File: src/rtl/inst_encode.sv
// Instruction encoder: packs op/register/immediate fields into a 16-bit word
// and writes it to byte-wide program memory, high byte first, at an auto-incrementing pointer.
module inst_encode #(
  parameter logic [3:0] OP_JMP     = 4'b0000,
  parameter logic [3:0] OP_LODI    = 4'b0101,
  parameter int         ADDR_WIDTH = 8
) (
  input  logic                  clk,
  input  logic                  rst,
  input  logic                  load_addr,
  input  logic [ADDR_WIDTH-1:0] start_addr,
  input  logic                  en,
  output logic                  ready,
  input  logic [3:0]            op,
  input  logic [3:0]            reg0,
  input  logic [3:0]            reg1,
  input  logic [3:0]            reg2,
  input  logic [7:0]            imm,
  input  logic                  use_imm,
  output logic [ADDR_WIDTH-1:0] mem_addr,
  output logic [7:0]            mem_data,
  output logic                  mem_we,
  input  logic                  mem_ack,
  output logic                  done,
  output logic                  err,
  output logic [ADDR_WIDTH-1:0] wr_ptr
);

  typedef enum logic [1:0] {
    IDLE  = 2'b00,
    WR_HI = 2'b01,
    WR_LO = 2'b10
  } state_t;

  localparam logic [ADDR_WIDTH-1:0] PTR_ZERO = {ADDR_WIDTH{1'b0}};
  localparam logic [ADDR_WIDTH-1:0] PTR_ONE  = {{(ADDR_WIDTH-1){1'b0}}, 1'b1};
  localparam logic [ADDR_WIDTH-1:0] PTR_TWO  = PTR_ONE + PTR_ONE;

  state_t                state_r;
  logic [ADDR_WIDTH-1:0] wr_ptr_r;
  logic [ADDR_WIDTH-1:0] mem_addr_r;
  logic [7:0]            mem_data_r;
  logic                  mem_we_r;
  logic                  done_r;
  logic                  err_r;
  logic [7:0]            word_lo_r;

  logic [15:0]           word_s;
  logic                  accept_s;
  logic                  reject_s;

  function automatic logic is_wide(input logic [3:0] op_v);
    is_wide = (op_v == OP_JMP) || (op_v == OP_LODI);
  endfunction

  // Decode sign-extends inst[3], so imm[7:3] must be a pure sign extension.
  function automatic logic imm_fits(input logic [4:0] imm_hi);
    imm_fits = (imm_hi == 5'b00000) || (imm_hi == 5'b11111);
  endfunction

  function automatic logic [15:0] pack_word(input logic [3:0] op_v,
                                            input logic [3:0] r0,
                                            input logic [3:0] r1,
                                            input logic [3:0] r2,
                                            input logic [7:0] imm_v,
                                            input logic       ui);
    if (is_wide(op_v)) begin
      pack_word = {op_v, r0, imm_v};
    end else if (ui) begin
      pack_word = {op_v, r0, r1, imm_v[3:0]};
    end else begin
      pack_word = {op_v, r0, r1, r2};
    end
  endfunction

  // Acceptance decision for the current IDLE cycle.
  always_comb begin
    word_s   = pack_word(op, reg0, reg1, reg2, imm, use_imm);
    accept_s = 1'b0;
    reject_s = 1'b0;
    if ((state_r == IDLE) && en && !load_addr) begin
      if (is_wide(op) || !use_imm || imm_fits(imm[7:3])) begin
        accept_s = 1'b1;
      end else begin
        reject_s = 1'b1;
      end
    end else begin
      accept_s = 1'b0;
      reject_s = 1'b0;
    end
  end

  // Write sequencer: IDLE -> high byte -> low byte -> IDLE, with registered memory port.
  always_ff @(posedge clk or posedge rst) begin
    if (rst) begin
      state_r    <= IDLE;
      wr_ptr_r   <= PTR_ZERO;
      mem_addr_r <= PTR_ZERO;
      mem_data_r <= 8'h00;
      mem_we_r   <= 1'b0;
      done_r     <= 1'b0;
      err_r      <= 1'b0;
      word_lo_r  <= 8'h00;
    end else begin
      done_r <= 1'b0;
      err_r  <= 1'b0;
      case (state_r)
        IDLE: begin
          if (load_addr) begin
            wr_ptr_r <= start_addr;
          end else if (accept_s) begin
            word_lo_r  <= word_s[7:0];
            mem_addr_r <= wr_ptr_r;
            mem_data_r <= word_s[15:8];
            mem_we_r   <= 1'b1;
            state_r    <= WR_HI;
          end else if (reject_s) begin
            err_r <= 1'b1;
          end else begin
            mem_we_r <= 1'b0;
          end
        end
        WR_HI: begin
          if (mem_ack) begin
            mem_addr_r <= wr_ptr_r + PTR_ONE;
            mem_data_r <= word_lo_r;
            state_r    <= WR_LO;
          end else begin
            state_r <= WR_HI;
          end
        end
        WR_LO: begin
          if (mem_ack) begin
            mem_we_r <= 1'b0;
            wr_ptr_r <= wr_ptr_r + PTR_TWO;
            done_r   <= 1'b1;
            state_r  <= IDLE;
          end else begin
            state_r <= WR_LO;
          end
        end
        default: begin
          mem_we_r <= 1'b0;
          state_r  <= IDLE;
        end
      endcase
    end
  end

  assign ready    = (state_r == IDLE);
  assign mem_addr = mem_addr_r;
  assign mem_data = mem_data_r;
  assign mem_we   = mem_we_r;
  assign done     = done_r;
  assign err      = err_r;
  assign wr_ptr   = wr_ptr_r;

endmodule

File: config.mk
export PLATFORM = sky130hd
export DESIGN_NAME = inst_encode
export DESIGN_NICKNAME = d
export VERILOG_FILES = /design/src/rtl/inst_encode.sv
export SDC_FILE = /design/constraint.sdc
export NUM_CORES = 1
export LEC_CHECK = 0
export BUFFER_PORTS_ARGS = -buffer_cell sky130_fd_sc_hd__buf_2
export CAP_MARGIN = 40
export CELL_PAD_IN_SITES_DETAIL_PLACEMENT = 1
export CELL_PAD_IN_SITES_GLOBAL_PLACEMENT = 2
export CORE_MARGIN = 2
export CORE_UTILIZATION = 30
export CTS_BUF_LIST = sky130_fd_sc_hd__clkbuf_8
export CTS_CLUSTER_DIAMETER = 150
export CTS_CLUSTER_SIZE = 8
export DETAILED_ROUTE_END_ITERATION = 12
export PLACE_DENSITY = 0.87
export SLEW_MARGIN = 20
export SYNTH_ARGS = -nofsm -noshare
export SYNTH_HDL_FRONTEND = slang
export SYNTH_SLANG_ARGS = --single-unit
File: constraint.sdc
create_clock -name clk -period 1.7 [get_ports clk]
set_clock_uncertainty 0.05 [all_clocks]
set_input_delay 0.255 -clock clk [delete_from_list [all_inputs] [get_ports clk]]
set_output_delay 0.255 -clock clk [all_outputs]
set_load 0.01 [all_outputs]
==> flow_summary.ini, run 1 <==
[run_status]
status = finished, violations left
violations = negative setup slack

[synth]
ys_seq_area_frac = 0.451
ys_async_sr_fraction = 1.00
synth_seq_cells = 37
syn_nets = 216
syn-cell-area_um2 = 2050
avgSynthCellArea_um2 = 11.7
synth_edf_count = 0
ys.flop_type = dfrtp_1
yosysUniqueCellTypes = 41
syn_inst = 176
synth_warnings = 0

[clocking]
cts_made_buffers = 5
clock_sinks = 37
cts_tree = done
clk_latency_ps = 300
htree_levels = 2
clockBufferDepth = 2
cts_root_buf = clkbuf_8
path_clk_slew_ps = 80

[cells_and_area]
drive_gt1_frac = 0.585
layout_common_cells = buf_2, dfrtp_1, mux2_4
antennaDiodeCount = 0
fin_nets = 309
fin_util = 0.431
final_cells = 350
layout_commonest_cell = buf_2
synthToLayoutAreaGrowth_pct = 41.2
final_area_um2 = 2900

[place]
port_buffers = 65
place_area_um2 = 2660
dpl.hpwl_um = 4020
dp_cells = 337
globalplace.congestion = 0.735

[power_and_ir_drop]
leakage_nw = 1.38
p_sw_mw = 1.32
power.share.combinational = 0.416
p_seq_frac = 0.377
powerDensity_nw_per_um2 = 1360
netSwitchingFraction = 0.336
clkPwrFrac = 0.208
total_power_mw = 3.94
p_int_mw = 2.61
peakVddDrop_v = 0.000407

[detailed_routing]
vias_per_cell = 4.90
vias = 1715
route.detailed.drc = 0
drt-total-wl_um = 5940
avgRoutedWirePerCell_um = 17.0
dr.pass1.iters = 4
drt_iter0_drc = 52
ant_nets = 0

[timing]
worst_pin_slew_ps = 489
finalCritPeriodShare = 1.02
slew_headroom = 0.674
grt_setup_unrepaired = yes
fmax_ghz = 0.579
hold_viol = 0
setup_viol = 19
period_minus_slack_ps = 1730
layout_setup_ws_ps = -27.3
slew_viol_final = 0

[critical_path]
critPathMaxStageDelay_ps = 460
crit_type = reg2reg
critPathLaunchType = flip-flop
crit_path_end_kind = flip-flop
slowest_stage = dfrtp_2
cp.arrival_ps = 1860
crit_required_ps = 1830
cp_max_fo = 16
crit_family = flip-flops
crit_path_cell_trace = nor4b_4, a21oi_2, a21oi_4, buf_12, mux2_4
cp.buffers_inverters = 1

[global_route]
grt_usage = 0.166
grt_pass1_wl_um = 9540
grt_max_degree = 38
grtUsageMet1 = 0.202
met3_usage = 0.0390
met2_usage = 0.291
overflow = 0
antenna_found_initial = 0
grt_pass1_vias = 1857
grt-busiest-layer = met2

[floorplanning]
start_util = 0.306
die_area_um2 = 7520
num_rows = 30
io_pins = 66
die_w_um = 86.7
die_y_um = 86.7
coreArea_um2 = 6720

[flow_run]
cap_violations = 0

[hold_path]
holdCritPathClass = in2async
## per-layer routing
layer | up-vias | share of wire
met5 | - | 0
met4 | 0 | 0.016
met3 | 10 | 0.045
met2 | 46 | 0.49
met1 | 844 | 0.45
li1 | 815 | -
## logic make-up after synthesis
kind of cell / count (synthesis) / share of synthesized area
simple gates: 46 / 0.113
mux: 43 / 0.251
flops: 37 / 0.451
compound gates: 29 / 0.108
buf+inv: 11 / 0.0305
xor+xnor: 8 / 0.0341
fa+ha+maj: 2 / 0.0122
## through the flow
stage	hold WS, ps	setup slack, ps	TNS (ps)
floorplan	319	-157	-2790
global placement	356	-230	-4670
detailed placement	361	-259	-5110
CTS	30.5	-41.2	-562
global route	67.4	-74.3	-1440
finish	5.39	-27.3	-274
## cell type report
type                    instances  area, µm²
clock buffers                   6       82.6
clock inverters                 2       33.8
fillers                       752       3820
inverters                       4       15.0
multi-input cells             128       1170
flip-flops and latches         37        928
well taps                      80        100
repair buffers                 93        567
## repair_timing
| action | 4_1_cts | 5_1_grt |
|---|---|---|
| hold buffers | 0 | 0 |
| gates resized for setup | 15 | 13 |
| setup buffers | 5 | 1 |
| pin swaps | 1 | 2 |
| endpoints found under the setup margin | 24 | 25 |
| cloned | 1 | 0 |
## tightest hold or removal path: stages
cell and delay (ps):
buf_2 90, inv_1 40, buf_4 410
## final timing paths
kind	startpoint	endpoint	slack, ps	cells past startpoint
max in group asynchronous	rst	state_r[1]	1230	3
hold reg to reg	mem_we	mem_we	440	1
hold / removal	rst	wr_ptr[7]	5	3
setup reg to reg	state_r[1]	mem_data[0]	-30	5
min in group clk	start_addr[2]	wr_ptr[2]	150	3
setup / recovery	state_r[1]	mem_data[0]	-30	5
## cell usage after synthesis (all sizes together) (3+ instances only)
library cell | n | area [µm²]
a21oi | 10 | 61.3
a2bb2oi | 3 | 32.5
a31oi | 3 | 33.8
buf | 5 | 40.0
dfrtp | 37 | 926
inv | 4 | 15.0
mux2 | 41 | 495
nand2 | 13 | 48.8
nand3 | 4 | 20.0
nor2 | 13 | 48.8
o21ai | 6 | 30.0
xnor2 | 6 | 52.6
## power groups by stage
stage / Combinational, mW / Sequential [mW] / Clock [mW]
after floorplan: 0.778 / 1.58 / 0
after global placement: 1.47 / 1.47 / 0
after detailed placement: 1.51 / 1.49 / 0
after CTS: 1.59 / 1.48 / 0.835
after global routing: 1.79 / 1.54 / 0.867
final: 1.64 / 1.48 / 0.817
## state kept, by name (all words and copies together) (netlist names)
name and cells:
word_lo_r 8, mem_addr 8, done 1, mem_data 8, state_r 2, wr_ptr 8, err 1, mem_we 1
No activity file was read; power rests on OpenSTA's default activity.
==> run 2: changes to the inputs <==
TNS_END_PERCENT = 50   (was default)
==> flow_summary.ini, run 2 (synthesis results as in run 1) <==
[run_status]
status = finished, violations left
violations = negative setup slack

[global_route]
grt_pass1_vias = 1790
antenna_found_initial = 0
grt_max_degree = 38
grt_usage = 0.156
grt_pass1_wl_um = 9050
overflow = 0

[place]
place_area_um2 = 2630
globalplace.congestion = 0.718
port_buffers = 65
place_ws_ps = -293
dpl.hpwl_um = 4220
dp_cells = 335

[hold_path]
holdCritPathClass = in2async

[floorplanning]
die_y_um = 86.7
io_pins = 66
coreArea_um2 = 6720
start_util = 0.306
die_w_um = 86.7
num_rows = 30
die_area_um2 = 7520

[power_and_ir_drop]
clkPwrFrac = 0.161
peakVddDrop_v = 0.000365
p_int_mw = 2.38
powerDensity_nw_per_um2 = 1290
leakage_nw = 1.33
netSwitchingFraction = 0.347
p_sw_mw = 1.26
p_seq_frac = 0.401
power.share.combinational = 0.438

[timing]
setup_viol = 18
finalCritPeriodShare = 1.03
hold_viol = 0
grt_setup_unrepaired = yes
fmax_ghz = 0.570
worst_pin_slew_ps = 492
period_minus_slack_ps = 1750
layout_setup_ws_ps = -53.6
slew_headroom = 0.672
slew_viol_final = 0

[critical_path]
crit_type = in2reg
cp-startpoint = imm[6]
r2r-start = state_r[1]
critPathLaunchType = input pin
cp.arrival_ps = 1880
timing.rr.end = word_lo_r[1]
cp_max_fo = 4
crit_required_ps = 1830
reg2reg_depth = 6
crit_path_end_kind = flip-flop
reg2reg_slack_ps = -20
worstSetupEndpoint = word_lo_r[1]

[detailed_routing]
vias = 1680
wl_met1_um = 2570
drt-total-wl_um = 5780
route.detailed.drc = 0
avgRoutedWirePerCell_um = 16.6
topRoutingLayerUsed = met4
wl_met3_um = 262
drt_iter0_drc = 42
ant_nets = 0
dr.pass1.iters = 4
wl_met2_um = 2890
vias_per_cell = 4.84

[clocking]
clk_latency_ps = 290
clock_sinks = 37
cts_made_buffers = 5
cts_root_buf = clkbuf_8
cts_tree = done
clockBufferDepth = 2
path_clk_slew_ps = 70
htree_levels = 2

[cells_and_area]
drive_gt1_frac = 0.566
final_cells = 347
layout_common_cells = buf_2, dfrtp_1, mux2_2
antennaDiodeCount = 0
layout_commonest_cell = buf_2
fin_nets = 306
final_area_um2 = 2830
fin_util = 0.421
synthToLayoutAreaGrowth_pct = 37.8

[flow_run]
cap_violations = 0
## run 2: changes by cell type in the layout (fill, tap and decap cells not counted), moves of 2 or more
cell / change
mux2_2: +6
mux2_4: -6
buf_4: -3
buf_6: -2
inv_1: +2
## run 2: layout make-up
class,count,area [µm²]
Fill cell,776,3890
Multi-Input combinational cell,128,1140
Sequential cell,37,927
Timing Repair Buffer,90,567
Tap cell,80,100
Clock buffer,5,68.8
Inverter,4,15.0
Clock inverter,3,11.3
## run 2: power groups by stage
stage,Sequential (mW),Clock [mW],Combinational [mW]
after detailed placement,1.48,0,1.51
after global placement,1.47,0,1.45
after CTS,1.47,0.607,1.53
after floorplan,1.58,0,0.762
after global routing,1.51,0.646,1.74
final,1.46,0.586,1.59
## run 2: worst min-delay path by stage
| stage | from | to | slack [ps] |
|---|---|---|---|
| final | rst | mem_data[2] | 20 |
| after global routing | rst | mem_data[2] | 50 |
| after CTS | rst | mem_data[2] | 40 |
| after detailed placement | rst | mem_data[2] | 360 |
| after global placement | rst | mem_data[3] | 340 |
| after floorplan | mem_ack | state_r[1] | 320 |
## run 2: critical path, cell delays in order
cell       delay, ps
buf_2            110
or4_4            540
a2bb2oi_4        180
a31oi_4          290
clkbuf_16        200
mux2_4           300
## run 2: per-stage QoR
stage / power, mW / setup TNS [ps] / hold WS, ps
2_1_floorplan: 2.34 / -2660 / 319
3_3_place_gp: 2.92 / -5210 / 343
3_5_place_dp: 2.98 / -6140 / 358
4_1_cts: 3.61 / -220 / 40.1
5_1_grt: 3.90 / -1500 / 50.4
6_report: 3.64 / -297 / 15.7
## run 2: routing by layer
layer	global-route usage	up-vias
li1	-	812
met1	0.192	820
met2	0.273	42
met3	0.0390	6
met4	0.0384	0
met5	0	-
## run 2: repair_timing
| item | CTS | global route |
|---|---|---|
| gates resized for setup | 7 | 14 |
| buffers inserted | 1 | 2 |
| hold buffers | 0 | 0 |
| pin swaps | 3 | 4 |
| gates cloned | 0 | 1 |
| endpoints found under the setup margin | 24 | 23 |
==> run 3: changes to the inputs <==
ABC_AREA = 1   (was default)
CORE_ASPECT_RATIO = 1.25   (was default)
CORE_UTILIZATION = 26   (was 30)
PLACE_DENSITY = default   (was 0.87)
PLACE_DENSITY_LB_ADDON = 0.12   (was default)
==> flow_summary.ini, run 3 <==
[run_status]
status = finished, final reports clean

[cells_and_area]
multiInputGateArea_um2 = 1050
layout.area.seq_um2 = 926
antennaDiodeCount = 0
final.fill_count = 1044
synthToLayoutAreaGrowth_pct = 29.3
layout_commonest_cell = nand2_1
drive_gt1_frac = 0.278
final_cells = 468
layout_common_cells = nand2_1, buf_2, dfrtp_1
fin_nets = 410

[synth]
ys.flop_type = dfrtp_1
yosysUniqueCellTypes = 30
synth_warnings = 0
syn_inst = 294
ys_top_cells_by_area = dfrtp_1, nand2_1, o21ai_0
yosys.area.top_type = dfrtp_1
ys_seq_area_frac = 0.433
synth_common_cells = nand2_1, dfrtp_1, o21ai_0
syn-cell-area_um2 = 2140
ys_async_sr_fraction = 1.00
avgSynthCellArea_um2 = 7.27
syn_nets = 334
synth_edf_count = 0
synth_top_area_share = 0.433
synth_most_common_cell = nand2_1
synth_seq_cells = 37

[floorplanning]
die_y_um = 105
die_area_um2 = 8970
start_util = 0.264
num_rows = 37
coreArea_um2 = 8100
io_pins = 66
die_w_um = 85.1

[place]
dp_cells = 458
port_buffers = 65
globalplace.congestion = 0.718
dpl.hpwl_um = 4870

[detailed_routing]
vias_per_cell = 4.52
drt-total-wl_um = 6210
drt_iter0_drc = 66
ant_nets = 0
vias = 2114
route.detailed.drc = 0
avgRoutedWirePerCell_um = 13.3
dr.pass1.iters = 4

[clocking]
path_clk_slew_ps = 80
cts_root_buf = clkbuf_8
clockBufferDepth = 2
postCtsHoldBufs = 0
cts_tree = done
htree_levels = 2
clock_sinks = 37
cts_made_buffers = 5
clk_latency_ps = 290

[power_and_ir_drop]
p_int_mw = 2.33
p_seq_frac = 0.383
total_power_mw = 3.71
peakVddDrop_v = 0.000509
clkPwrFrac = 0.250
p_sw_mw = 1.37
power.share.combinational = 0.368
netSwitchingFraction = 0.371
leakage_nw = 1.52
powerDensity_nw_per_um2 = 1340

[timing]
period_minus_slack_ps = 1540
fin_tns_setup_ps = 0
slew_headroom = 0.659
fmax_ghz = 0.649
grt_setup_unrepaired = no
slew_viol_final = 0
hold_viol = 0
holdWs_ps = 3.93
finalCritPeriodShare = 0.907
worst_pin_slew_ps = 512
setup_viol = 0

[global_route]
grt_usage = 0.150
grt_pass1_wl_um = 10800
overflow = 0
antenna_found_initial = 0
grt_pass1_vias = 2192
grt_max_degree = 38

[critical_path]
crit_path_end_kind = flip-flop
crit_type = reg2reg
critPathLaunchType = flip-flop
cp-startpoint = state_r[1]
r2r-start = state_r[1]
cp_max_fo = 8
cp.arrival_ps = 1660
crit_required_ps = 1820

[flow_run]
cap_violations = 0

[hold_path]
holdCritPathClass = in2async
==> run 3: what timing repair did <==
item                                    CTS  global route
endpoints found under the setup margin    0             6
resized for setup                         0             3
buffers inserted                          0             2
==> run 3: layout make-up <==
type | count | share of cell area
Multi-Input combinational cell | 219 | 0.379
Sequential cell | 37 | 0.335
Timing Repair Buffer | 78 | 0.153
Tap cell | 97 | 0.0439
Inverter | 29 | 0.0407
Clock buffer | 5 | 0.0249
Clock inverter | 3 | 0.0235
==> run 3: power groups by stage <==
stage          combinational [mW]  sequential (mW)  clock, mW
3_5_place_dp                 1.37             1.45          0
3_3_place_gp                 1.36             1.44          0
5_1_grt                      1.58             1.47      0.986
2_1_floorplan               0.698             1.52          0
6_report                     1.36             1.42      0.926
4_1_cts                      1.38             1.43      0.955
==> run 3: critical path, stage by stage (launching register included) <==
cell,delay [ps]
dfrtp_1,440
nand2_2,220
clkinvlp_4,220
o21ai_0,240
o21bai_1,140
o21ai_0,110
==> run 3: worst paths after layout <==
path | slack, ps | depth (start not counted) | end
min reg2reg | 430 | 2 | word_lo_r[3]
max in group asynchronous | 1210 | 3 | wr_ptr[2]
min | 4 | 3 | done
max | 160 | 5 | wr_ptr[7]
min in group clk | 140 | 3 | wr_ptr[0]
max reg2reg | 160 | 5 | wr_ptr[7]
==> run 3: cells by family after synthesis <==
kind of cell,synth area share
and+or+nand+nor,0.359
AOI/OAI and AO/OA,0.102
adders and majority gates,0.0117
buffers and inverters,0.0813
DFF,0.433
xor gates and xnor gates,0.0123
==> run 3: metrics by stage <==
step | setup slack, ps | util | cell area [µm²]
after CTS | 57.7 | 0.338 | 2740
after detailed placement | 71.6 | 0.321 | 2600
after floorplan | 257 | - | 2140
final | 158 | 0.341 | 2770
after global placement | 93.6 | 0.321 | 2600
after global routing | 23.7 | 0.341 | 2770
==> run 3: metal layers <==
layer  routed length, µm  vias up  GRT usage
met5                   0        -          0
met4                  90        0     0.0442
met3                 228        6     0.0196
met2                3210       49      0.268
met1                2680      978      0.185
li1                    -     1081          -
